$ cat src/rtl/booth_divider.sv
// Sequential signed divider: restoring division on magnitudes,
// one quotient bit per clock, then sign correction.
module booth_divider #(
  parameter int WIDTH = 8
) (
  input  logic             clk,
  input  logic             rst_n,
  input  logic             start,
  input  logic [WIDTH-1:0] dividend,
  input  logic [WIDTH-1:0] divisor,
  output logic             ready,
  output logic             done,
  output logic [WIDTH-1:0] quotient,
  output logic [WIDTH-1:0] remainder,
  output logic             div_by_zero,
  output logic             overflow
);

  localparam int CW = $clog2(WIDTH + 1);
  localparam logic [WIDTH-1:0] MIN_V =
    {1'b1, {(WIDTH-1){1'b0}}};

  typedef enum logic [1:0] {
    S_IDLE, S_CALC, S_FIX, S_DONE
  } state_t;

  state_t state_q, state_d;

  logic [CW-1:0]    cnt_q, cnt_d;
  logic [WIDTH:0]   rem_q, rem_d;
  logic [WIDTH-1:0] acc_q, acc_d;
  logic [WIDTH-1:0] dsr_q, dsr_d;
  logic             sq_q, sq_d;
  logic             sr_q, sr_d;
  logic             dbz_p_q, dbz_p_d;
  logic             ovf_p_q, ovf_p_d;
  logic [WIDTH-1:0] quo_q, quo_d;
  logic [WIDTH-1:0] rmd_q, rmd_d;
  logic             dbz_q, dbz_d;
  logic             ovf_q, ovf_d;

  logic [WIDTH-1:0] dvd_mag, dsr_mag;
  logic [WIDTH:0]   shifted, trial;

  always_ff @(posedge clk or negedge rst_n) begin
    if (!rst_n) begin
      state_q <= S_IDLE;
      cnt_q   <= '0;
      rem_q   <= '0;
      acc_q   <= '0;
      dsr_q   <= '0;
      sq_q    <= 1'b0;
      sr_q    <= 1'b0;
      dbz_p_q <= 1'b0;
      ovf_p_q <= 1'b0;
      quo_q   <= '0;
      rmd_q   <= '0;
      dbz_q   <= 1'b0;
      ovf_q   <= 1'b0;
    end else begin
      state_q <= state_d;
      cnt_q   <= cnt_d;
      rem_q   <= rem_d;
      acc_q   <= acc_d;
      dsr_q   <= dsr_d;
      sq_q    <= sq_d;
      sr_q    <= sr_d;
      dbz_p_q <= dbz_p_d;
      ovf_p_q <= ovf_p_d;
      quo_q   <= quo_d;
      rmd_q   <= rmd_d;
      dbz_q   <= dbz_d;
      ovf_q   <= ovf_d;
    end
  end

  always_comb begin
    state_d = state_q;
    unique case (state_q)
      S_IDLE: if (start) state_d = S_CALC;
      S_CALC: if (cnt_q == CW'(1)) state_d = S_FIX;
      S_FIX:  state_d = S_DONE;
      S_DONE: state_d = S_IDLE;
      default: state_d = S_IDLE;
    endcase
  end

  always_comb begin
    ready       = (state_q == S_IDLE);
    done        = (state_q == S_DONE);
    quotient    = quo_q;
    remainder   = rmd_q;
    div_by_zero = dbz_q;
    overflow    = ovf_q;
  end

  // acc_q starts as the dividend magnitude and fills with quotient bits
  always_comb begin
    dvd_mag = dividend[WIDTH-1] ? -dividend : dividend;
    dsr_mag = divisor[WIDTH-1] ? -divisor : divisor;
    shifted = {rem_q[WIDTH-1:0], acc_q[WIDTH-1]};
    trial   = shifted - {1'b0, dsr_q};

    cnt_d   = cnt_q;
    rem_d   = rem_q;
    acc_d   = acc_q;
    dsr_d   = dsr_q;
    sq_d    = sq_q;
    sr_d    = sr_q;
    dbz_p_d = dbz_p_q;
    ovf_p_d = ovf_p_q;
    quo_d   = quo_q;
    rmd_d   = rmd_q;
    dbz_d   = dbz_q;
    ovf_d   = ovf_q;

    unique case (state_q)
      S_IDLE: begin
        if (start) begin
          sq_d    = dividend[WIDTH-1] ^ divisor[WIDTH-1];
          sr_d    = dividend[WIDTH-1];
          acc_d   = dvd_mag;
          dsr_d   = dsr_mag;
          rem_d   = '0;
          cnt_d   = CW'(WIDTH);
          dbz_p_d = (divisor == '0);
          ovf_p_d = (dividend == MIN_V)
                 && (divisor == '1);
        end
      end
      S_CALC: begin
        cnt_d = cnt_q - CW'(1);
        if (!trial[WIDTH]) begin
          rem_d = trial;
          acc_d = {acc_q[WIDTH-2:0], 1'b1};
        end else begin
          rem_d = shifted;
          acc_d = {acc_q[WIDTH-2:0], 1'b0};
        end
      end
      S_FIX: begin
        // a zero divisor leaves |dividend| in rem_q
        if (dbz_p_q)   quo_d = '1;
        else if (sq_q) quo_d = -acc_q;
        else           quo_d = acc_q;
        rmd_d = sr_q ? -rem_q[WIDTH-1:0]
                     : rem_q[WIDTH-1:0];
        dbz_d = dbz_p_q;
        ovf_d = ovf_p_q;
      end
      default: ;
    endcase
  end

endmodule

$ cat config.mk
export PLATFORM = sky130hd
export DESIGN_NAME = booth_divider
export DESIGN_NICKNAME = d
export VERILOG_FILES = /design/src/rtl/booth_divider.sv
export SDC_FILE = /design/constraint.sdc
export NUM_CORES = 1
export LEC_CHECK = 0
export BUFFER_PORTS_ARGS = -buffer_cell sky130_fd_sc_hd__buf_2
export CORE_ASPECT_RATIO = 1.1
export CORE_MARGIN = 5
export CORE_UTILIZATION = 50
export DETAILED_ROUTE_END_ITERATION = 8
export PLACE_DENSITY = 0.67
export SLEW_MARGIN = 10
export SYNTH_ARGS = -nofsm -noshare
export SYNTH_HDL_FRONTEND = slang
export SYNTH_SLANG_ARGS = --single-unit
$ cat constraint.sdc
create_clock -name clk -period 3.2 [get_ports clk]
set_input_delay 0.16 -clock clk [delete_from_list [all_inputs] [get_ports clk]]
set_output_delay 0.16 -clock clk [all_outputs]
set_load 0.02 [all_outputs]
==> qor.txt <==
H-tree depth = 2
Arr. time, crit path = 3110 ps
Total GRT Usage = 17.1%
Initial core utilization = 51.4%
Leakage power = 1.64 nW
Initial antenna violation count = 0
Yosys warns = 0
Area Overhead vs Synth = 11.3%
Die W = 85.9 microns
Register area share after synthesis = 41.1%
FFs w/ async S/R, synth = 100%
Synth top cells by count = dfrtp_1, nand2_1, nor2_1, o21ai_0, a21oi_1
Period utilisation layout = 89.8%
Crit-path most repeated cell = inv_1
Vias in the first global route = 2447
Largest net degree at the start of global routing = 36
Max Fclk = 348 MHz
Max clock buf depth = 2
Startpoint Class = register
Worst setup EP type = register
RSZ-0062 raised after global routing = no
Placer Congestion = 0.836
Worst-Skew Late Latency = 300 ps
CP max stage delay = 610 ps
Critical path peak fanout = 10
Filler cells = 587
Row cnt = 30
Max IR drop VDD = 0.632 mV
Seq cells post-synth = 52
Post-Synthesis Cells = 356
Critical Setup Path Class = register to register
Clock transition at path regs = 90 ps
CP Buf/Inv Count = 2
Syn Area/Cell = 8.90 sq um
Ant diodes = 0
Cts bufs inserted = 5
Synth area leaders = dfrtp_1, ha_1, o21ai_0, nand2_1, a21oi_1
Final setup fails = 0
Min-delay worst type = input port to register
Slew at the pin closest to its max-slew limit = 784 ps
Relative slew slack = 47.7%
Grt total ovfl = 0
IO buf count = 38
Crit path required time = 3440 ps
Post-Syn Nets = 395
Synth top area share = 41.1%
Post-DRT Antenna Nets = 0
CP max stage cell = a2111o_1
Core ar. = 6160 sq um
Iteration-0 DRC Markers = 109
Post-layout net count = 429
Post-synth EDFFs = 0
Layout cells sized above 1 = 15.1%
Chip height = 93.5 microns
Main synth FF type = dfrtp_1
Via count = 2474
Final TNS setup = 0 ps
Status = finished clean
Synth area leader = dfrtp_1
PwrDens = 1040 nW/um^2
Dpl hpwl = 4720 microns
Critical path's top delay family = compound AO/OA/AOI/OAI gates
Crit-path cells = inv_1, ha_1, inv_1, fa_1, a211oi_1, nor3_2, mux2i_1, a2111o_1, mux2_4, o21ai_2
Clock Sinks = 52
Count leader, synth = dfrtp_1
Post_cts resized = 0
CTS Root Cell = clkbuf_8
DR vias/cell = 5.25
Worst Clk Skew = 3.18 ps
Die area = 8030 sq um
Final Hold Viols = 0
Ports = 39
First-pass GRT wire length = 11100 microns
Drt drc = 0
Wirelength, routed = 6130 microns
Routed len/inst = 13.0 microns
Max-cap violations = 0
Hold WS = 108 ps
Final min period = 2870 ps
Pre-antenna DRT Iters = 4
CTS tree = done
Synth cell types = 43
Area of the mapped netlist = 3170 sq um
Slew Limit Fails = 0
==> worst reg2reg max path: cells and delay by family (launching register included) <==
kind | cells | cell delay, ps
fa+ha+maj | 2 | 590
flops | 1 | 400
simple gates | 1 | 90
buf+inv | 2 | 140
mux | 2 | 510
compound gates | 3 | 1080
==> repair_timing <==
item | CTS | global route
hold endpoints to repair | 34 | 0
hold buffers | 1 | 0
buffers inserted | 0 | 0
==> layout by cell type (no fill, tap or decap), types with 6 or more instances in the layout <==
cell type | Yosys | layout
a21oi_1 | 28 | 28
o31ai_1 | 6 | 6
or3_1 | 7 | 7
xor2_1 | 12 | 12
ha_1 | 19 | 19
xnor2_1 | 16 | 16
nand2_1 | 41 | 41
nor2_1 | 37 | 37
dfrtp_1 | 52 | 52
buf_2 | 0 | 38
o21ai_0 | 34 | 34
mux2i_1 | 12 | 12
inv_1 | 23 | 23
clkbuf_8 | 0 | 6
==> routing by layer <==
metal	part of all wire (%)	vias to the layer above	global-route usage, %
met5	0	-	0
met4	1.2	0	4.35
met3	4.5	6	3.44
met2	46	41	28.1
met1	49	1142	23.0
li1	-	1285	-
==> flip-flops by register name, indices dropped and copies added (netlist names) <==
signal       count
div_by_zero      1
cnt_q            4
state_q          2
ovf_p_q          1
rem_q            8
remainder        8
sq_q             1
dsr_q            8
sr_q             1
overflow         1
acc_q            8
quotient         8
dbz_p_q          1
==> where the power goes <==
group          switching (mW)  internal, mW
logic                    1.19         0.890
clock network           0.212         0.176
registers               0.243         0.940
total                    1.65          2.01
==> final cells by class <==
type	count	area, sq um	area share (%)
multi-input cells	265	1710	48.6
flip-flops and latches	52	1300	36.9
repair buffers	43	230	6.53
well taps	80	100	2.84
clock buffers	7	86.3	2.45
inverters	23	86.3	2.45
clock inverters	1	7.51	0.213
==> through the flow <==
| step | setup slack, ps | power (mW) | area [sq um] | utilization [%] | instances |
|---|---|---|---|---|---|
| 2_1_floorplan | 639 | 2.83 | 3170 | - | 356 |
| 3_3_place_gp | 415 | 3.23 | 3420 | 55.5 | 462 |
| 3_5_place_dp | 322 | 3.30 | 3420 | 55.5 | 462 |
| 4_1_cts | 293 | 3.70 | 3520 | 57.2 | 471 |
| 5_1_grt | 155 | 4.04 | 3520 | 57.2 | 471 |
| 6_report | 327 | 3.65 | 3520 | 57.2 | 471 |
==> cell families after synthesis <==
group / Yosys count / share of synthesized area [%]
simple gates: 112 / 15.9
compound gates: 87 / 16.2
flops: 52 / 41.1
buf+inv: 39 / 4.86
xor+xnor: 28 / 7.74
fa+ha+maj: 20 / 8.14
mux: 18 / 6.04
==> worst paths after layout <==
kind | from | end | slack (ps) | depth (start not counted)
max reg2reg | acc_q[7] | rem_q[0] | 330 | 10
min reg2reg | dsr_q[4] | dsr_q[4] | 490 | 2
min in group asynchronous | rst_n | quotient[2] | 470 | 2
max | acc_q[7] | rem_q[0] | 330 | 10
min | divisor[6] | dbz_p_q | 110 | 2
max in group asynchronous | rst_n | dsr_q[7] | 2010 | 3
Note: power is estimated with default switching activity, not from simulation.
